===== src/rtl/cr_had_dbgreq_ctrl_if.sv =====
// HAD debug-request controller signal bundle.
// The slave side is the controller; the master side is the core/regs side.
interface cr_had_dbgreq_ctrl_if #(
  parameter int CNT_W = 8
);
  logic             bkpt_ctrl_req;
  logic             bkpt_ctrl_inst_fetch_dbq_req;
  logic             iu_had_flush;
  logic             iu_had_xx_retire_normal;
  logic             iu_yy_xx_dbgon;
  logic             regs_ctrl_halt_req;
  logic             regs_ctrl_step_en;
  logic             regs_ctrl_exit_dbg;
  logic             regs_ctrl_cause_clr;
  logic             had_core_dbg_mode_req;
  logic             had_core_exit_dbg;
  logic [2:0]       ctrl_regs_dbg_cause;
  logic             ctrl_regs_req_timeout;
  logic [CNT_W-1:0] ctrl_regs_bkpt_cnt;

  modport slave (
    input  bkpt_ctrl_req,
    input  bkpt_ctrl_inst_fetch_dbq_req,
    input  iu_had_flush,
    input  iu_had_xx_retire_normal,
    input  iu_yy_xx_dbgon,
    input  regs_ctrl_halt_req,
    input  regs_ctrl_step_en,
    input  regs_ctrl_exit_dbg,
    input  regs_ctrl_cause_clr,
    output had_core_dbg_mode_req,
    output had_core_exit_dbg,
    output ctrl_regs_dbg_cause,
    output ctrl_regs_req_timeout,
    output ctrl_regs_bkpt_cnt
  );

  modport master (
    output bkpt_ctrl_req,
    output bkpt_ctrl_inst_fetch_dbq_req,
    output iu_had_flush,
    output iu_had_xx_retire_normal,
    output iu_yy_xx_dbgon,
    output regs_ctrl_halt_req,
    output regs_ctrl_step_en,
    output regs_ctrl_exit_dbg,
    output regs_ctrl_cause_clr,
    input  had_core_dbg_mode_req,
    input  had_core_exit_dbg,
    input  ctrl_regs_dbg_cause,
    input  ctrl_regs_req_timeout,
    input  ctrl_regs_bkpt_cnt
  );
endinterface


===== src/rtl/cr_had_dbgreq_ctrl.sv =====
// HAD debug-entry controller: arbitrates halt/bkpt/step sources,
// requests debug mode, records cause, counts bkpt entries, sequences exit.
module cr_had_dbgreq_ctrl #(
  parameter int TIMEOUT_CYC = 255,
  parameter int TMR_W       = 8,
  parameter int CNT_W       = 8
) (
  input logic                 cpuclk,
  input logic                 hadrst,
  cr_had_dbgreq_ctrl_if.slave io
);
  typedef enum logic [1:0] {
    IDLE = 2'd0,
    REQ  = 2'd1,
    DBG  = 2'd2,
    EXIT = 2'd3
  } state_e;

  state_e           state_q, state_d;
  logic [TMR_W-1:0] timer_q, timer_d;
  logic [2:0]       cause_q, cause_d;
  logic [CNT_W-1:0] cnt_q, cnt_d;
  logic             to_q, to_d;
  logic             inst_pend_q, inst_pend_d;
  logic             step_pend_q, step_pend_d;
  logic             req_q, req_d;
  logic             exit_q, exit_d;

  logic             inst_src;
  logic             step_src;
  logic             any_src;
  logic [2:0]       src_cause;
  logic             go_req;
  logic             step_set;
  logic [CNT_W-1:0] cnt_base;

  always_comb begin
    state_d   = state_q;
    timer_d   = timer_q;
    cause_d   = cause_q;
    cnt_d     = cnt_q;
    to_d      = to_q;
    go_req    = 1'b0;
    step_set  = 1'b0;
    cnt_base  = cnt_q;
    inst_src  = inst_pend_q & ~io.iu_had_flush;
    step_src  = step_pend_q & io.iu_had_xx_retire_normal;
    any_src   = io.regs_ctrl_halt_req | io.bkpt_ctrl_req
              | inst_src | step_src;
    src_cause = 3'd0;
    if (io.regs_ctrl_halt_req)  src_cause = 3'd1;
    else if (io.bkpt_ctrl_req)  src_cause = 3'd2;
    else if (inst_src)          src_cause = 3'd3;
    else if (step_src)          src_cause = 3'd4;

    // Clear first so a same-cycle capture/increment overrides it.
    if (io.regs_ctrl_cause_clr) begin
      cause_d  = 3'd0;
      cnt_d    = '0;
      cnt_base = '0;
      to_d     = 1'b0;
    end

    case (state_q)
      IDLE: begin
        if (io.iu_yy_xx_dbgon) begin
          state_d = DBG;
        end else if (any_src) begin
          state_d = REQ;
          timer_d = '0;
          cause_d = src_cause;
          go_req  = 1'b1;
        end
      end
      REQ: begin
        if (io.iu_yy_xx_dbgon) begin
          state_d = DBG;
          if (cause_q == 3'd2 || cause_q == 3'd3) begin
            if (cnt_base != {CNT_W{1'b1}})
              cnt_d = cnt_base + 1'b1;
            else
              cnt_d = cnt_base;
          end
        end else if (timer_q == TMR_W'(TIMEOUT_CYC)) begin
          state_d = IDLE;
          to_d    = 1'b1;
        end else begin
          timer_d = timer_q + 1'b1;
        end
      end
      DBG: begin
        if (io.regs_ctrl_exit_dbg) state_d = EXIT;
      end
      EXIT: begin
        if (!io.iu_yy_xx_dbgon) begin
          state_d  = IDLE;
          step_set = 1'b1;
        end
      end
      default: state_d = IDLE;
    endcase

    inst_pend_d = inst_pend_q;
    if (io.iu_had_flush || go_req)
      inst_pend_d = 1'b0;
    else if (state_q == IDLE && io.bkpt_ctrl_inst_fetch_dbq_req)
      inst_pend_d = 1'b1;

    step_pend_d = step_pend_q;
    if (!io.regs_ctrl_step_en || go_req)
      step_pend_d = 1'b0;
    else if (step_set)
      step_pend_d = 1'b1;

    req_d  = (state_d == REQ);
    exit_d = (state_d == EXIT);
  end

  always_ff @(posedge cpuclk) begin
    if (hadrst) begin
      state_q     <= IDLE;
      timer_q     <= '0;
      cause_q     <= 3'd0;
      cnt_q       <= '0;
      to_q        <= 1'b0;
      inst_pend_q <= 1'b0;
      step_pend_q <= 1'b0;
      req_q       <= 1'b0;
      exit_q      <= 1'b0;
    end else begin
      state_q     <= state_d;
      timer_q     <= timer_d;
      cause_q     <= cause_d;
      cnt_q       <= cnt_d;
      to_q        <= to_d;
      inst_pend_q <= inst_pend_d;
      step_pend_q <= step_pend_d;
      req_q       <= req_d;
      exit_q      <= exit_d;
    end
  end

  assign io.had_core_dbg_mode_req = req_q;
  assign io.had_core_exit_dbg     = exit_q;
  assign io.ctrl_regs_dbg_cause   = cause_q;
  assign io.ctrl_regs_req_timeout = to_q;
  assign io.ctrl_regs_bkpt_cnt    = cnt_q;
endmodule


===== src/flat_wrapper.sv =====
// flat-port wrapper written by rule: the top's interface ports become plain ports
module cr_had_dbgreq_ctrl_flat 
#(
  parameter int TIMEOUT_CYC = 255,
  parameter int TMR_W       = 8,
  parameter int CNT_W       = 8
)
  (cpuclk, hadrst, io_bkpt_ctrl_req, io_bkpt_ctrl_inst_fetch_dbq_req, io_iu_had_flush, io_iu_had_xx_retire_normal, io_iu_yy_xx_dbgon, io_regs_ctrl_halt_req, io_regs_ctrl_step_en, io_regs_ctrl_exit_dbg, io_regs_ctrl_cause_clr, io_had_core_dbg_mode_req, io_had_core_exit_dbg, io_ctrl_regs_dbg_cause, io_ctrl_regs_req_timeout, io_ctrl_regs_bkpt_cnt);
  cr_had_dbgreq_ctrl_if #(.CNT_W(CNT_W)) io_i ();
  input logic cpuclk;
  input logic hadrst;
  input wire logic [$bits(io_i.bkpt_ctrl_req)-1:0] io_bkpt_ctrl_req;
  input wire logic [$bits(io_i.bkpt_ctrl_inst_fetch_dbq_req)-1:0] io_bkpt_ctrl_inst_fetch_dbq_req;
  input wire logic [$bits(io_i.iu_had_flush)-1:0] io_iu_had_flush;
  input wire logic [$bits(io_i.iu_had_xx_retire_normal)-1:0] io_iu_had_xx_retire_normal;
  input wire logic [$bits(io_i.iu_yy_xx_dbgon)-1:0] io_iu_yy_xx_dbgon;
  input wire logic [$bits(io_i.regs_ctrl_halt_req)-1:0] io_regs_ctrl_halt_req;
  input wire logic [$bits(io_i.regs_ctrl_step_en)-1:0] io_regs_ctrl_step_en;
  input wire logic [$bits(io_i.regs_ctrl_exit_dbg)-1:0] io_regs_ctrl_exit_dbg;
  input wire logic [$bits(io_i.regs_ctrl_cause_clr)-1:0] io_regs_ctrl_cause_clr;
  output wire logic [$bits(io_i.had_core_dbg_mode_req)-1:0] io_had_core_dbg_mode_req;
  output wire logic [$bits(io_i.had_core_exit_dbg)-1:0] io_had_core_exit_dbg;
  output wire logic [$bits(io_i.ctrl_regs_dbg_cause)-1:0] io_ctrl_regs_dbg_cause;
  output wire logic [$bits(io_i.ctrl_regs_req_timeout)-1:0] io_ctrl_regs_req_timeout;
  output wire logic [$bits(io_i.ctrl_regs_bkpt_cnt)-1:0] io_ctrl_regs_bkpt_cnt;
  assign io_i.bkpt_ctrl_req = io_bkpt_ctrl_req;
  assign io_i.bkpt_ctrl_inst_fetch_dbq_req = io_bkpt_ctrl_inst_fetch_dbq_req;
  assign io_i.iu_had_flush = io_iu_had_flush;
  assign io_i.iu_had_xx_retire_normal = io_iu_had_xx_retire_normal;
  assign io_i.iu_yy_xx_dbgon = io_iu_yy_xx_dbgon;
  assign io_i.regs_ctrl_halt_req = io_regs_ctrl_halt_req;
  assign io_i.regs_ctrl_step_en = io_regs_ctrl_step_en;
  assign io_i.regs_ctrl_exit_dbg = io_regs_ctrl_exit_dbg;
  assign io_i.regs_ctrl_cause_clr = io_regs_ctrl_cause_clr;
  assign io_had_core_dbg_mode_req = io_i.had_core_dbg_mode_req;
  assign io_had_core_exit_dbg = io_i.had_core_exit_dbg;
  assign io_ctrl_regs_dbg_cause = io_i.ctrl_regs_dbg_cause;
  assign io_ctrl_regs_req_timeout = io_i.ctrl_regs_req_timeout;
  assign io_ctrl_regs_bkpt_cnt = io_i.ctrl_regs_bkpt_cnt;
  cr_had_dbgreq_ctrl #(.TIMEOUT_CYC(TIMEOUT_CYC), .TMR_W(TMR_W), .CNT_W(CNT_W)) u_core (.cpuclk(cpuclk), .hadrst(hadrst), .io(io_i));
endmodule

===== config.mk =====
export PLATFORM = sky130hd
export DESIGN_NAME = cr_had_dbgreq_ctrl_flat
export DESIGN_NICKNAME = d
export VERILOG_FILES = /design/src/rtl/cr_had_dbgreq_ctrl_if.sv /design/src/rtl/cr_had_dbgreq_ctrl.sv /design/src/flat_wrapper.sv
export SDC_FILE = /design/constraint.sdc
export NUM_CORES = 1
export LEC_CHECK = 0
export BUFFER_PORTS_ARGS = -buffer_cell sky130_fd_sc_hd__buf_2
export CORE_MARGIN = 5
export CORE_UTILIZATION = 40
export CTS_CLUSTER_SIZE = 12
export DETAILED_ROUTE_END_ITERATION = 12
export PLACE_DENSITY = 0.7
export SLEW_MARGIN = 20
export SYNTH_ARGS = -nofsm -noshare
export SYNTH_HDL_FRONTEND = slang
export SYNTH_SLANG_ARGS = --single-unit

===== constraint.sdc =====
create_clock -name cpuclk -period 2.4 [get_ports cpuclk]
set_input_delay 0.12 -clock cpuclk [delete_from_list [all_inputs] [get_ports cpuclk]]
set_output_delay 0.12 -clock cpuclk [all_outputs]
set_load 0.01 [all_outputs]

* Word level (Yosys, flattened, before mapping)
Cells that the tools add are included.
Storage, ports and cells: output and inout port bits 14, logic and storage cells 74, input port bits 11, flip-flop bits (word level) 26
Operators by class: mux-type cells 34, reduce and logical (&&, ||, !) cells 10, $add $sub $neg 2, equal/unequal tests 13, bitwise gates (word level) 6
Operator list (count):
- $mux 8 | 9
- $mux 3 | 8
- $add 8x1->8 const B | 2
- $pmux 8 s2 | 1
- $mux 2 | 6
- $mux 1 | 9
- $eq 8x8->1 const B | 1
- $ne 8x8->1 const B | 1
- $pmux 2 s4 | 1
- $eq 2x2->1 const B | 3
- $eq 3x2->1 const B | 2
- $ne 2x2->1 const B | 3
- $reduce_and 5->1 | 1
- $eq 2x1->1 const B | 2
- $reduce_or 2->1 | 2
- $logic_or 1x1->1 | 3
- $or 1x1->1 | 3
- $and 1x1->1 | 2
- $logic_not 2->1 | 1
- $ne 2x1->1 const B | 1
- $reduce_bool 2->1 | 1
- $logic_and 1x1->1 | 1
- $logic_not 1->1 | 1
- $not 1->1 | 1

* Longest topological paths before layout
Gate-level depths: netlist of run 1.
word-level depth 9, depth in mapped cells 5, depth with buffers taken out 5

* Least setup slack after synthesis of run 1
No wires, ideal clock.
path type register -> register, start point reg u_core.timer_q[0] (netlist name), end point reg u_core.cause_q[1], in the netlist u_core.io.ctrl_regs_dbg_cause[1], library setup time 0.117 ns, cell stages (with the launch flop) 6, clock period less this slack 1.556 ns, required time 2.283 ns, setup slack 0.844 ns, arrival 1.439 ns, path buffers 0, cells stage by stage dfxtp_1 > ha_1 > nand4_1 > o21ai_1 > or3_1 > a32o_1
RTL lines:
- to (signal assigned) | RTL line cr_had_dbgreq_ctrl.sv:133 | cause_q <= cause_d;
- to (decl) | RTL line cr_had_dbgreq_ctrl.sv:21 | logic [2:0] cause_q, cause_d;

==> results of run 1 <==
==> cell type report <==
class                   count  share of cell area, %
well taps                  44                   3.63
repair buffers             25                   8.59
clock buffers               3                   1.49
clock inverters             1                   1.98
inverters                   4                  0.991
multi-input cells         111                   49.0
flip-flops and latches     26                   34.4
==> final timing paths <==
| kind | startpoint | endpoint | slack, ps | depth (start not counted) |
|---|---|---|---|---|
| max | u_core.timer_q[0] | u_core.inst_pend_q | 570 | 5 |
| min | io_regs_ctrl_step_en | u_core.step_pend_q | 30 | 3 |
| max reg2reg | u_core.timer_q[0] | u_core.inst_pend_q | 570 | 5 |
| min reg2reg | u_core.io.ctrl_regs_bkpt_cnt[2] | u_core.io.ctrl_regs_bkpt_cnt[2] | 500 | 2 |
==> power groups by stage <==
stage	logic (uW)	clock network [uW]	registers, uW
2_1_floorplan	62.8	0	453
3_3_place_gp	82.0	0	458
3_5_place_dp	82.7	0	459
4_1_cts	84.1	316	450
5_1_grt	93.5	333	451
6_report	84.2	305	450
==> flip-flops by register name (all words and copies together), names as in the netlist <==
name / count
u_core.io.had_core_dbg_mode_req: 1
u_core.inst_pend_q: 1
u_core.state_q: 2
u_core.io.ctrl_regs_bkpt_cnt: 8
u_core.io.had_core_exit_dbg: 1
u_core.timer_q: 8
u_core.io.ctrl_regs_req_timeout: 1
u_core.step_pend_q: 1
u_core.io.ctrl_regs_dbg_cause: 3
==> layer usage <==
layer	up-vias	GRT usage (%)	wire length (um)
met5	-	0	0
met4	0	4.56	44
met3	5	3.16	161
met2	39	23.1	1420
met1	593	18.9	1400
li1	614	-	-
==> per-stage QoR <==
stage / hold WS, ps / area [sq um] / worst slack (ps) / cells
6_report: 27.3 / 1520 / 571 / 214
5_1_grt: 22.1 / 1520 / 397 / 214
4_1_cts: 14.5 / 1520 / 574 / 214
3_5_place_dp: 309 / 1450 / 620 / 209
3_3_place_gp: 305 / 1450 / 711 / 209
2_1_floorplan: 189 / 1320 / 844 / 148
==> layout by cell type, fill, tap and decap left out, types with 2 or more instances in the layout <==
master	synthesis	routed
nor3_1	2	2
a32o_1	2	2
a211oi_1	5	5
a31oi_1	4	4
or4_1	3	3
o21a_1	2	2
nor3b_1	2	2
a211o_1	2	2
clkbuf_4	0	3
nand4_1	3	3
nor2_1	14	14
o21ai_0	7	7
nand2b_1	6	6
buf_2	3	24
a21oi_1	9	9
mux2_2	2	2
dfxtp_1	26	26
nand3_1	4	4
nand2_1	5	5
nor2b_1	2	2
inv_1	4	4
a21o_1	3	3
or3_1	5	5
==> critical path: stages (launching register included) <==
cell and delay [ps]:
dfxtp_1 400, ha_1 250, nand4_1 190, o21ai_1 330
nor2_1 200, a2111oi_2 370
==> cell families (layout without fill, tap and decap cells) <==
logic type	count (synthesis)	in the layout
multiplexers	2	2
AND/OR/NAND/NOR	60	60
buffers and inverters	11	33
adder cells (fa/ha/maj)	1	1
AO/OA/AOI/OAI	48	48
flip-flops	26	26
==> Yosys cell counts (2+ instances only) <==
| master | instances | share of area (%) |
|---|---|---|
| dfxtp_1 | 26 | 40 |
| a211oi_1 | 5 | 2.9 |
| nand2b_1 | 6 | 2.9 |
| nand2_1 | 5 | 1.4 |
| a211o_1 | 2 | 1.3 |
| buf_2 | 3 | 1.1 |
| nand3_1 | 4 | 1.5 |
| a31oi_1 | 4 | 1.9 |
| nor3b_1 | 2 | 1.1 |
| o21ai_0 | 7 | 2.7 |
| or4_1 | 3 | 1.7 |
| mux2_2 | 2 | 1.7 |
| nor2_1 | 14 | 4.0 |
| clkbuf_1 | 3 | 0.86 |
| a21o_1 | 3 | 1.7 |
| nand4_1 | 3 | 1.4 |
| or3_1 | 5 | 2.4 |
| a21oi_1 | 9 | 3.4 |
| o21a_1 | 2 | 1.1 |
| a32o_1 | 2 | 1.5 |
| nor2b_1 | 2 | 0.95 |
| nor3_1 | 2 | 0.76 |
| inv_1 | 4 | 1.1 |
==> report_table.html, run 1 <==
<table>
<tr><th>Metric</th><th>Value</th></tr>
<tr><th colspan="2">Power and ir drop</th></tr>
<tr><td>Clock share of power</td><td>36.4%</td></tr>
<tr><td>Leakage dissipation</td><td>0.000565 uW</td></tr>
<tr><td>Worst voltage drop across the vdd grid</td><td>0.259 mV</td></tr>
<tr><td>Net switching share of the total power</td><td>23.4%</td></tr>
<tr><td>P per Cell Area</td><td>554 nW/um^2</td></tr>
<tr><td>Tot Pwr</td><td>840 uW</td></tr>
<tr><td>Sequential group share of total power</td><td>53.6%</td></tr>
<tr><td>Net switching power of the design</td><td>197 uW</td></tr>
<tr><td>Logic pwr share</td><td>10.0%</td></tr>
<tr><td>Cell Int Power</td><td>643 uW</td></tr>
<tr><th colspan="2">Yosys</th></tr>
<tr><td>Share of flip-flops with an asynchronous set or reset</td><td>0%</td></tr>
<tr><td>Fraction of the mapped netlist area in simple logic gates</td><td>28.2%</td></tr>
<tr><td>Largest family of logic cells by synthesized area</td><td>simple AND/OR/NAND/NOR gates</td></tr>
<tr><td>Post-synthesis instance area</td><td>1320 sq um</td></tr>
<tr><td>Fraction of synthesized area in multiplexers</td><td>1.71%</td></tr>
<tr><td>Sequential area share after synthesis</td><td>39.6%</td></tr>
<tr><td>Xor-xnor portion of the synthesized cell area</td><td>0%</td></tr>
<tr><td>Compound-cell area share of the yosys netlist</td><td>25.6%</td></tr>
<tr><td>Yosys reg bits</td><td>26</td></tr>
<tr><td>Post-synthesis cell type count</td><td>53</td></tr>
<tr><td>Number of flops mapped to enable cells by yosys</td><td>0</td></tr>
<tr><td>Synth Instances</td><td>148</td></tr>
<tr><td>Number of nets in the synthesized netlist</td><td>160</td></tr>
<tr><td>Top flip-flop cell by instance count after synthesis</td><td>dfxtp_1</td></tr>
<tr><td>Post-synthesis share of cell area spent on full adders, half adders and majority gates</td><td>0.951%</td></tr>
<tr><td>Ys Warns</td><td>0</td></tr>
<tr><td>Post-Synthesis Mean Instance Area</td><td>8.89 sq um</td></tr>
<tr><th colspan="2">Job</th></tr>
<tr><td>Max-cap violation count</td><td>0</td></tr>
<tr><th colspan="2">Detailed routing</th></tr>
<tr><td>Number of vias per cell</td><td>5.85</td></tr>
<tr><td>First drt pass iteration count</td><td>4</td></tr>
<tr><td>DRC marker count from the first detailed-route iteration</td><td>63</td></tr>
<tr><td>Post-route ant nets</td><td>0</td></tr>
<tr><td>Vias</td><td>1251</td></tr>
<tr><td>Total wire length</td><td>3.03 mm</td></tr>
<tr><td>Average wire per standard cell</td><td>14.1 um</td></tr>
<tr><td>Drt drc</td><td>0</td></tr>
<tr><th colspan="2">CTS</th></tr>
<tr><td>CTS tree</td><td>yes</td></tr>
<tr><td>Clock-pin slew on the worst setup and hold paths</td><td>150 ps</td></tr>
<tr><td>Number of H-tree levels</td><td>1</td></tr>
<tr><td>Cell chosen for the clock root</td><td>clkbuf_4</td></tr>
<tr><td>Post-CTS repair timing setup buffer count</td><td>0</td></tr>
<tr><td>Hold-fix buffers at CTS</td><td>1</td></tr>
<tr><td>Clock latency on the worst-skew pair</td><td>330 ps</td></tr>
<tr><td>Number of clock sinks</td><td>26</td></tr>
<tr><td>Total of cells resized after clock tree synthesis</td><td>0</td></tr>
<tr><td>Inserted Clock Buffers</td><td>3</td></tr>
<tr><td>Buffers from clock root to sink, at most</td><td>2</td></tr>
<tr><th colspan="2">Floorplan</th></tr>
<tr><td>Chip Height</td><td>67.3 um</td></tr>
<tr><td>Chip width</td><td>67.3 um</td></tr>
<tr><td>Die Footprint</td><td>4530 sq um</td></tr>
<tr><td>Placeable Area</td><td>3100 sq um</td></tr>
<tr><td>Number of core rows</td><td>20</td></tr>
<tr><td>I/O pin count</td><td>25</td></tr>
<tr><td>Starting Density</td><td>42.4%</td></tr>
<tr><th colspan="2">Setup path</th></tr>
<tr><td>Required time of the worst setup path</td><td>2640 ps</td></tr>
<tr><td>Maximum fanout count along the critical path</td><td>6</td></tr>
<tr><td>Type of origin of the critical path</td><td>flip-flop</td></tr>
<tr><td>CP Data Arrival Time</td><td>2060 ps</td></tr>
<tr><td>Worst setup EP type</td><td>flip-flop</td></tr>
<tr><td>Category of the critical setup timing path</td><td>reg2reg</td></tr>
<tr><th colspan="2">Layout</th></tr>
<tr><td>Layout-stage area growth over the synthesis result</td><td>15.2%</td></tr>
<tr><td>Area occupied by multi-input gates</td><td>742 sq um</td></tr>
<tr><td>Final core utilization</td><td>48.8%</td></tr>
<tr><td>Fin nets</td><td>183</td></tr>
<tr><td>Antenna diode count</td><td>0</td></tr>
<tr><td>Fillers</td><td>313</td></tr>
<tr><td>Register area</td><td>520 sq um</td></tr>
<tr><td>Layout cells sized above 1</td><td>21.8%</td></tr>
<tr><th colspan="2">Placed design</th></tr>
<tr><td>Final weighted congestion of routability-driven global placement</td><td>0.859</td></tr>
<tr><td>Post-detail-place hpwl</td><td>2.27 mm</td></tr>
<tr><td>Buffers on Ports</td><td>24</td></tr>
<tr><th colspan="2">STA</th></tr>
<tr><td>Tmin final</td><td>1830 ps</td></tr>
<tr><td>Transition time at the pin with the least slew margin</td><td>478 ps</td></tr>
<tr><td>Fmax achieved</td><td>547 MHz</td></tr>
<tr><td>Fin crit share</td><td>76.2%</td></tr>
<tr><td>Setup-failing EPs final</td><td>0</td></tr>
<tr><td>Setup TNS</td><td>0 ps</td></tr>
<tr><td>Final Hold Vio Count</td><td>0</td></tr>
<tr><td>Relative slew slack</td><td>68.0%</td></tr>
<tr><td>Clock skew</td><td>10.5 ps</td></tr>
<tr><td>Count of pins over their slew limit</td><td>0</td></tr>
<tr><td>RSZ-0062 raised after global routing</td><td>false</td></tr>
<tr><th colspan="2">GRT</th></tr>
<tr><td>Antenna violations before repair</td><td>0</td></tr>
<tr><td>Congestion Overflow GR</td><td>0</td></tr>
<tr><td>First-pass GRT wire length</td><td>5.09 mm</td></tr>
<tr><td>Largest net degree at the start of global routing</td><td>25</td></tr>
<tr><td>Global-route total usage across every layer</td><td>14.3%</td></tr>
<tr><td>Via count of the first global-routing pass</td><td>1145</td></tr>
<tr><th colspan="2">Status</th></tr>
<tr><td>Run status</td><td>completed</td></tr>
<tr><th colspan="2">Min path</th></tr>
<tr><td>Worst hold path class</td><td>in2reg</td></tr>
</table>
Note: power is estimated with default switching activity, not from simulation.
==> run 2: changes to the inputs <==
==> constraint.sdc (replaced) <==
create_clock -name cpuclk -period 1.7 [get_ports cpuclk]
set_input_delay 0.085 -clock cpuclk [delete_from_list [all_inputs] [get_ports cpuclk]]
set_output_delay 0.085 -clock cpuclk [all_outputs]
set_load 0.01 [all_outputs]
==> report_table.html, run 2 (synthesis results as in run 1) <==
<table>
<tr><th>Metric</th><th>Value</th></tr>
<tr><th colspan="2">GRT</th></tr>
<tr><td>First-pass GRT wire length</td><td>5.54 mm (+8.9%)</td></tr>
<tr><td>Via count of the first global-routing pass</td><td>1236 (+7.9%)</td></tr>
<tr><td>Antenna violations before repair</td><td>0 (unchanged)</td></tr>
<tr><td>Congestion Overflow GR</td><td>0 (unchanged)</td></tr>
<tr><td>Global-route total usage across every layer</td><td>15.5% (+1.2 points)</td></tr>
<tr><td>Largest net degree at the start of global routing</td><td>17 (-32%)</td></tr>
<tr><th colspan="2">Layout</th></tr>
<tr><td>Fin nets</td><td>194 (+6.0%)</td></tr>
<tr><td>Commonest cells after routing, fill and taps aside</td><td>24 x buf_2, 24 x dfxtp_1, 13 x nor2_1</td></tr>
<tr><td>Layout cells sized above 1</td><td>28.7% (+7.0 points)</td></tr>
<tr><td>Fillers</td><td>303 (-3.2%)</td></tr>
<tr><td>Final core utilization</td><td>52.2% (+3.3 points)</td></tr>
<tr><td>Post-layout instance area</td><td>1620 sq um (+6.9%)</td></tr>
<tr><td>Layout-stage area growth over the synthesis result</td><td>23.1%</td></tr>
<tr><td>Antenna diode count</td><td>0 (unchanged)</td></tr>
<tr><th colspan="2">Power and ir drop</th></tr>
<tr><td>Net switching power of the design</td><td>285 uW (+45%)</td></tr>
<tr><td>Tot Pwr</td><td>1200 uW (+43%)</td></tr>
<tr><td>Clock share of power</td><td>35.9% (-0.5 points)</td></tr>
<tr><td>Logic pwr share</td><td>11.4% (+1.4 points)</td></tr>
<tr><td>Sequential group share of total power</td><td>52.7% (-0.9 points)</td></tr>
<tr><td>Worst voltage drop across the vdd grid</td><td>0.309 mV (+19%)</td></tr>
<tr><td>Net switching share of the total power</td><td>23.7% (+0.23 points)</td></tr>
<tr><td>Cell Int Power</td><td>919 uW (+43%)</td></tr>
<tr><td>P per Cell Area</td><td>744 nW/um^2 (+34%)</td></tr>
<tr><td>Leakage dissipation</td><td>0.000622 uW (+10%)</td></tr>
<tr><th colspan="2">Setup path</th></tr>
<tr><td>Slowest cell on crit path</td><td>dlygate4sd3_1</td></tr>
<tr><td>Worst setup EP type</td><td>flip-flop</td></tr>
<tr><td>List of cells traversed by the critical path</td><td>dlygate4sd3_1 &gt; buf_2 &gt; nor2b_1 &gt; nor4_4 &gt; or3_1 &gt; a32o_1</td></tr>
<tr><td>Maximum cell stage delay along the critical path</td><td>530 ps (+130 ps)</td></tr>
<tr><td>Buffer and inverter count on the worst path</td><td>2 (+2)</td></tr>
<tr><td>Type of origin of the critical path</td><td>input pin</td></tr>
<tr><td>Category of the critical setup timing path</td><td>in2reg</td></tr>
<tr><td>Required time of the worst setup path</td><td>1940 ps (-700 ps)</td></tr>
<tr><td>Family of cells with the greatest summed delay on the critical path</td><td>simple AND/OR/NAND/NOR gates</td></tr>
<tr><td>CP Data Arrival Time</td><td>1880 ps (-180 ps)</td></tr>
<tr><td>Maximum fanout count along the critical path</td><td>5 (-1)</td></tr>
<tr><th colspan="2">STA</th></tr>
<tr><td>Fin crit share</td><td>96.4%</td></tr>
<tr><td>Tmin final</td><td>1640 ps</td></tr>
<tr><td>Final Hold Vio Count</td><td>0 (unchanged)</td></tr>
<tr><td>RSZ-0062 raised after global routing</td><td>true</td></tr>
<tr><td>Clock skew</td><td>8.84 ps (-1.71 ps)</td></tr>
<tr><td>Setup-failing EPs final</td><td>0 (unchanged)</td></tr>
<tr><td>Setup TNS</td><td>0 ps (unchanged)</td></tr>
<tr><td>Count of pins over their slew limit</td><td>0 (unchanged)</td></tr>
<tr><td>Fmax achieved</td><td>610 MHz</td></tr>
<tr><td>Transition time at the pin with the least slew margin</td><td>398 ps (-79.9 ps)</td></tr>
<tr><td>Relative slew slack</td><td>73.2% (+5.2 points)</td></tr>
<tr><td>Final WS setup</td><td>61.7 ps (-509 ps)</td></tr>
<tr><th colspan="2">Floorplan</th></tr>
<tr><td>Chip Height</td><td>67.3 um (unchanged)</td></tr>
<tr><td>Die Footprint</td><td>4530 sq um (unchanged)</td></tr>
<tr><td>I/O pin count</td><td>25 (unchanged)</td></tr>
<tr><td>Placeable Area</td><td>3100 sq um (unchanged)</td></tr>
<tr><td>Starting Density</td><td>42.4% (unchanged)</td></tr>
<tr><td>Number of core rows</td><td>20 (unchanged)</td></tr>
<tr><td>Chip width</td><td>67.3 um (unchanged)</td></tr>
<tr><th colspan="2">Status</th></tr>
<tr><td>Run status</td><td>completed</td></tr>
<tr><th colspan="2">CTS</th></tr>
<tr><td>Number of clock sinks</td><td>26 (unchanged)</td></tr>
<tr><td>CTS tree</td><td>yes</td></tr>
<tr><td>Cell chosen for the clock root</td><td>clkbuf_4</td></tr>
<tr><td>Clock latency on the worst-skew pair</td><td>330 ps (about the same)</td></tr>
<tr><td>Clock-pin slew on the worst setup and hold paths</td><td>150 ps (about the same)</td></tr>
<tr><td>Inserted Clock Buffers</td><td>3 (unchanged)</td></tr>
<tr><td>Number of H-tree levels</td><td>1 (unchanged)</td></tr>
<tr><td>Buffers from clock root to sink, at most</td><td>2 (unchanged)</td></tr>
<tr><th colspan="2">Placed design</th></tr>
<tr><td>Post-detail-place hpwl</td><td>2.39 mm (+5.2%)</td></tr>
<tr><td>Buffers on Ports</td><td>24 (unchanged)</td></tr>
<tr><td>Post-placement setup slack</td><td>35.7 ps (-585 ps)</td></tr>
<tr><td>Instance area after placement</td><td>1510 sq um (+4.1%)</td></tr>
<tr><td>Final weighted congestion of routability-driven global placement</td><td>0.849 (-1.1%)</td></tr>
<tr><th colspan="2">Detailed routing</th></tr>
<tr><td>First drt pass iteration count</td><td>4 (unchanged)</td></tr>
<tr><td>Total wire length</td><td>3.26 mm (+7.8%)</td></tr>
<tr><td>Average wire per standard cell</td><td>14.5 um (+2.5%)</td></tr>
<tr><td>Vias</td><td>1259 (+0.64%)</td></tr>
<tr><td>Drt drc</td><td>0 (unchanged)</td></tr>
<tr><td>Number of vias per cell</td><td>5.60 (-4.3%)</td></tr>
<tr><td>Post-route ant nets</td><td>0 (unchanged)</td></tr>
<tr><td>DRC marker count from the first detailed-route iteration</td><td>61 (-3.2%)</td></tr>
<tr><th colspan="2">Min path</th></tr>
<tr><td>Worst hold path class</td><td>in2reg</td></tr>
<tr><th colspan="2">Job</th></tr>
<tr><td>Max-cap violation count</td><td>0 (unchanged)</td></tr>
</table>
==> run 2: area by class of cell <==
class	count	area, sq um	area share (%)
inverters	4	15.0	0.927
flip-flops and latches	26	523	32.3
repair buffers	36	215	13.3
clock buffers	3	22.5	1.39
clock inverters	1	30.0	1.85
multi-input cells	111	758	46.8
well taps	44	55.1	3.40
==> run 2: per-stage QoR <==
step,hold WS (ps),std cells
5_1_grt,47.0,225
2_1_floorplan,154,148
4_1_cts,20.6,223
6_report,57.5,225
3_5_place_dp,278,217
3_3_place_gp,274,217
==> run 2: worst reg2reg max path: cells and delay by family (launching register included) <==
family,cells,cell delay (ps)
AND/OR/NAND/NOR,2,760
flip-flops,1,420
AO/OA/AOI/OAI,2,370
==> run 2: power by group through the flow <==
| stage | Clock [uW] | Combinational, uW | Sequential (uW) |
|---|---|---|---|
| 5_1_grt | 480 | 152 | 637 |
| 4_1_cts | 450 | 133 | 633 |
| 2_1_floorplan | 0 | 88.6 | 640 |
| 6_report | 433 | 137 | 635 |
| 3_5_place_dp | 0 | 129 | 646 |
| 3_3_place_gp | 0 | 127 | 646 |
==> run 2: worst paths after layout <==
path / start / to / slack [ps] / cells after the start
setup / recovery: io_iu_had_flush / u_core.io.ctrl_regs_dbg_cause[1] / 60 / 6
hold / removal: hadrst / u_core.io.ctrl_regs_req_timeout / 60 / 2
hold reg to reg: u_core.io.ctrl_regs_dbg_cause[0] / u_core.io.ctrl_regs_dbg_cause[0] / 520 / 1
setup reg to reg: u_core.timer_q[4] / u_core.timer_q[7] / 100 / 4
==> run 2: routing by layer <==
layer	share of wire (%)	vias to the layer above	wire length (um)	global-route usage (%)
met3	5.1	0	165	3.16
met5	0	-	0	0
li1	-	632	-	-
met2	50	35	1650	26.5
met4	0	0	0	4.81
met1	44	592	1450	19.5
==> run 2: timing repair <==
item / 4_1_cts / 5_1_grt
endpoints found under the hold margin: 2 / 0
setup endpoints to repair: 0 / 8
buffers inserted: 0 / 2
gates resized for setup: 0 / 7
hold buffers: 2 / 0
==> run 3: changes to the inputs <==
--- a/config.mk
+++ b/config.mk
@@ -5,12 +5,13 @@
 export SDC_FILE = /design/constraint.sdc
 export NUM_CORES = 1
 export LEC_CHECK = 0
+export ABC_AREA = 1
 export BUFFER_PORTS_ARGS = -buffer_cell sky130_fd_sc_hd__buf_2
 export CORE_MARGIN = 5
 export CORE_UTILIZATION = 40
 export CTS_CLUSTER_SIZE = 12
 export DETAILED_ROUTE_END_ITERATION = 12
-export PLACE_DENSITY = 0.7
+export PLACE_DENSITY = 0.69
 export SLEW_MARGIN = 20
 export SYNTH_ARGS = -nofsm -noshare
 export SYNTH_HDL_FRONTEND = slang
==> report_table.html, run 3 <==
<table>
<tr><th>Metric</th><th>Value</th></tr>
<tr><th colspan="2">STA</th></tr>
<tr><td>Relative slew slack</td><td>75.8% (+2.6 points)</td></tr>
<tr><td>Count of pins over their slew limit</td><td>0 (unchanged)</td></tr>
<tr><td>Setup TNS</td><td>0 ps (unchanged)</td></tr>
<tr><td>RSZ-0062 raised after global routing</td><td>false</td></tr>
<tr><td>Setup-failing EPs final</td><td>0 (unchanged)</td></tr>
<tr><td>Fmax achieved</td><td>693 MHz (+14%)</td></tr>
<tr><td>Tmin final</td><td>1440 ps (-195 ps)</td></tr>
<tr><td>Final Hold Vio Count</td><td>0 (unchanged)</td></tr>
<tr><td>Transition time at the pin with the least slew margin</td><td>362 ps (-35.8 ps)</td></tr>
<tr><td>Fin crit share</td><td>84.9% (-11 points)</td></tr>
<tr><td>Hold slack</td><td>39.0 ps (-18.5 ps)</td></tr>
<tr><td>Clock skew</td><td>3.63 ps (-5.21 ps)</td></tr>
<tr><th colspan="2">Setup path</th></tr>
<tr><td>Required time of the worst setup path</td><td>1920 ps (-20 ps)</td></tr>
<tr><td>Source of the critical timing path</td><td>u_core.timer_q[1]</td></tr>
<tr><td>Worst reg-to-reg setup slack</td><td>260 ps (+160 ps)</td></tr>
<tr><td>Worst setup EP type</td><td>flip-flop</td></tr>
<tr><td>Type of origin of the critical path</td><td>flip-flop</td></tr>
<tr><td>Slowest cell on crit path</td><td>dfxtp_1</td></tr>
<tr><td>Category of the critical setup timing path</td><td>reg2reg</td></tr>
<tr><td>Worst setup path endpoint</td><td>u_core.timer_q[1]</td></tr>
<tr><td>Maximum fanout count along the critical path</td><td>8 (+3)</td></tr>
<tr><td>Instance count on the critical path</td><td>9 (+3)</td></tr>
<tr><td>Family of cells with the greatest summed delay on the critical path</td><td>simple AND/OR/NAND/NOR gates</td></tr>
<tr><td>CP Data Arrival Time</td><td>1660 ps (-220 ps)</td></tr>
<tr><td>Capturing point of the worst reg2reg path</td><td>u_core.timer_q[1]</td></tr>
<tr><td>Worst reg2reg path startpoint</td><td>u_core.timer_q[1]</td></tr>
<tr><td>List of cells traversed by the critical path</td><td>ha_1 &gt; nand2_2 &gt; nor2_2 &gt; nand3_4 &gt; inv_2 &gt; nor2_1 &gt; nand2_1 &gt; nand2_1 &gt; nor2_2</td></tr>
<tr><td>Worst Reg2Reg Path Length in Cells</td><td>9 (+5)</td></tr>
<tr><td>Buffer and inverter count on the worst path</td><td>1 (-1)</td></tr>
<tr><td>Maximum cell stage delay along the critical path</td><td>380 ps (-150 ps)</td></tr>
<tr><th colspan="2">CTS</th></tr>
<tr><td>Post-CTS repair timing setup buffer count</td><td>0 (unchanged)</td></tr>
<tr><td>CTS tree</td><td>yes</td></tr>
<tr><td>Cell chosen for the clock root</td><td>clkbuf_8</td></tr>
<tr><td>Clock latency on the worst-skew pair</td><td>270 ps (-60 ps)</td></tr>
<tr><td>Number of clock sinks</td><td>26 (unchanged)</td></tr>
<tr><td>Buffers from clock root to sink, at most</td><td>2 (unchanged)</td></tr>
<tr><td>Inserted Clock Buffers</td><td>3 (unchanged)</td></tr>
<tr><td>Number of H-tree levels</td><td>1 (unchanged)</td></tr>
<tr><td>Clock-pin slew on the worst setup and hold paths</td><td>90 ps (-60 ps)</td></tr>
<tr><td>Total of cells resized after clock tree synthesis</td><td>0 (unchanged)</td></tr>
<tr><th colspan="2">GRT</th></tr>
<tr><td>Congestion Overflow GR</td><td>0 (unchanged)</td></tr>
<tr><td>Antenna violations before repair</td><td>0 (unchanged)</td></tr>
<tr><td>Via count of the first global-routing pass</td><td>1285 (+4.0%)</td></tr>
<tr><td>First-pass GRT wire length</td><td>5.45 mm (-1.6%)</td></tr>
<tr><td>Global-route total usage across every layer</td><td>13.0% (-2.5 points)</td></tr>
<tr><td>Largest net degree at the start of global routing</td><td>17 (unchanged)</td></tr>
<tr><th colspan="2">Layout</th></tr>
<tr><td>Layout-stage area growth over the synthesis result</td><td>14.8%</td></tr>
<tr><td>Area occupied by multi-input gates</td><td>836 sq um (+10%)</td></tr>
<tr><td>Fillers</td><td>392 (+29%)</td></tr>
<tr><td>Register area</td><td>520 sq um (-0.48%)</td></tr>
<tr><td>Final core utilization</td><td>47.6% (-4.6 points)</td></tr>
<tr><td>Commonest cells after routing, fill and taps aside</td><td>56 x nand2_1, 30 x inv_1, 26 x dfxtp_1</td></tr>
<tr><td>Layout cells sized above 1</td><td>22.9% (-5.8 points)</td></tr>
<tr><td>Antenna diode count</td><td>0 (unchanged)</td></tr>
<tr><td>Most common cell after layout, fill and taps aside</td><td>nand2_1</td></tr>
<tr><td>Post-layout instance area</td><td>1740 sq um (+7.7%)</td></tr>
<tr><td>Fin nets</td><td>262 (+35%)</td></tr>
<tr><th colspan="2">Yosys</th></tr>
<tr><td>Yosys reg bits</td><td>26 (unchanged)</td></tr>
<tr><td>Ys Warns</td><td>0 (unchanged)</td></tr>
<tr><td>Largest area contributor in the synthesized netlist</td><td>dfxtp_1</td></tr>
<tr><td>Leading post-synthesis cells by cell area</td><td>dfxtp_1 34%, nand2_1 14%, inv_1 7.4%</td></tr>
<tr><td>Post-synthesis instance area</td><td>1520 sq um (+15%)</td></tr>
<tr><td>Number of nets in the synthesized netlist</td><td>235 (+47%)</td></tr>
<tr><td>Top-count cell post-synth</td><td>nand2_1</td></tr>
<tr><td>Post-Synthesis Mean Instance Area</td><td>6.81 sq um (-23%)</td></tr>
<tr><td>Share of flip-flops with an asynchronous set or reset</td><td>0% (unchanged)</td></tr>
<tr><td>Synth top area share</td><td>34.3% (-5.3 points)</td></tr>
<tr><td>Synth top cells by count</td><td>56 x nand2_1, 30 x inv_1, 26 x dfxtp_1</td></tr>
<tr><td>Sequential area share after synthesis</td><td>34.3% (-5.3 points)</td></tr>
<tr><td>Synth Instances</td><td>223 (+51%)</td></tr>
<tr><td>Post-synthesis cell type count</td><td>30 (-43%)</td></tr>
<tr><td>Top flip-flop cell by instance count after synthesis</td><td>dfxtp_1</td></tr>
<tr><td>Number of flops mapped to enable cells by yosys</td><td>0 (unchanged)</td></tr>
<tr><th colspan="2">Placed design</th></tr>
<tr><td>Buffers on Ports</td><td>24 (unchanged)</td></tr>
<tr><td>Post-detail-place hpwl</td><td>2.47 mm (+3.6%)</td></tr>
<tr><td>Instance area after placement</td><td>1680 sq um (+11%)</td></tr>
<tr><td>Final weighted congestion of routability-driven global placement</td><td>0.829 (-2.4%)</td></tr>
<tr><th colspan="2">Floorplan</th></tr>
<tr><td>Die Footprint</td><td>5130 sq um (+13%)</td></tr>
<tr><td>Starting Density</td><td>41.5% (-0.92 points)</td></tr>
<tr><td>Number of core rows</td><td>22 (+10%)</td></tr>
<tr><td>Chip width</td><td>71.6 um (+6.3%)</td></tr>
<tr><td>Chip Height</td><td>71.6 um (+6.3%)</td></tr>
<tr><td>Placeable Area</td><td>3660 sq um (+18%)</td></tr>
<tr><td>I/O pin count</td><td>25 (unchanged)</td></tr>
<tr><th colspan="2">Detailed routing</th></tr>
<tr><td>DRC marker count from the first detailed-route iteration</td><td>50 (-18%)</td></tr>
<tr><td>Total wire length</td><td>3.12 mm (-4.4%)</td></tr>
<tr><td>Post-route ant nets</td><td>0 (unchanged)</td></tr>
<tr><td>Average wire per standard cell</td><td>10.5 um (-28%)</td></tr>
<tr><td>Number of vias per cell</td><td>4.81 (-14%)</td></tr>
<tr><td>Vias</td><td>1429 (+14%)</td></tr>
<tr><td>First drt pass iteration count</td><td>4 (unchanged)</td></tr>
<tr><td>Drt drc</td><td>0 (unchanged)</td></tr>
<tr><th colspan="2">Power and ir drop</th></tr>
<tr><td>Worst voltage drop across the vdd grid</td><td>0.386 mV (+25%)</td></tr>
<tr><td>Leakage dissipation</td><td>0.000756 uW (+22%)</td></tr>
<tr><td>P per Cell Area</td><td>698 nW/um^2 (-6.2%)</td></tr>
<tr><th colspan="2">Status</th></tr>
<tr><td>Run status</td><td>completed</td></tr>
<tr><th colspan="2">Min path</th></tr>
<tr><td>Worst hold path class</td><td>in2reg</td></tr>
<tr><th colspan="2">Job</th></tr>
<tr><td>Max-cap violation count</td><td>0 (unchanged)</td></tr>
</table>
## run 3: cell types whose count changed in the layout (fill, tap and decap cells not counted), moves of 6 or more
cell      delta
nand2_1     +51
inv_1       +26
nand3_1     +13
buf_4        -9
nor2_1       +8
a21oi_1      +7
nand2b_1     -6
## run 3: layout make-up
cell class / count / area share (%)
Clock buffer: 4 / 3.16
Inverter: 35 / 7.68
Multi-Input combinational cell: 158 / 48.0
Sequential cell: 26 / 29.9
Tap cell: 48 / 3.45
Timing Repair Buffer: 26 / 7.90
## run 3: kinds of logic after synthesis
logic type	count (synthesis)	share of synthesized area, %
and+or+nand+nor	126	42.6
DFF	26	34.3
buffers and inverters	39	10.6
xor gates and xnor gates	1	0.577
AOI/OAI and AO/OA	30	11.0
adders and majority gates	1	0.824
## run 3: tightest hold or removal path, stage by stage
cell     delay, ps
buf_2          100
nand2_1         50
nor3_1          40
## run 3: worst min path at each step
stage                               startpoint                  to  slack [ps]  cells past startpoint
after floorplan                io_iu_had_flush  u_core.inst_pend_q         160                      1
after global placement         io_iu_had_flush  u_core.inst_pend_q         270                      2
after detailed placement       io_iu_had_flush  u_core.inst_pend_q         270                      2
after CTS                 io_regs_ctrl_step_en  u_core.step_pend_q          40                      3
after global routing      io_regs_ctrl_step_en  u_core.step_pend_q          40                      3
final                     io_regs_ctrl_step_en  u_core.step_pend_q          40                      3
## run 3: per-stage QoR
stage,cells,setup WS [ps],total power (uW)
floorplan,223,429,777
global placement,292,313,818
detailed placement,292,281,819
CTS,297,264,1230
global route,297,151,1270
finish,297,257,1220
## run 3: metal layers
metal	up-vias	routed length, um	global-route usage, %
li1	765	-	-
met1	637	1610	17.8
met2	23	1330	20.0
met3	4	126	1.96
met4	0	52	5.64
met5	-	0	0
## run 3: what timing repair did
item                                    4_1_cts  5_1_grt
endpoints found under the setup margin        0        0
hold buffers                                  1        0
hold endpoints to repair                      1        0
## run 3: power by group
group / internal [uW] / leakage [uW] / total, uW / switching, uW
clock network: 207 / 0.0000288 / 412 / 204
registers: 625 / 0.000211 / 644 / 19.1
logic: 57.3 / 0.000516 / 161 / 103
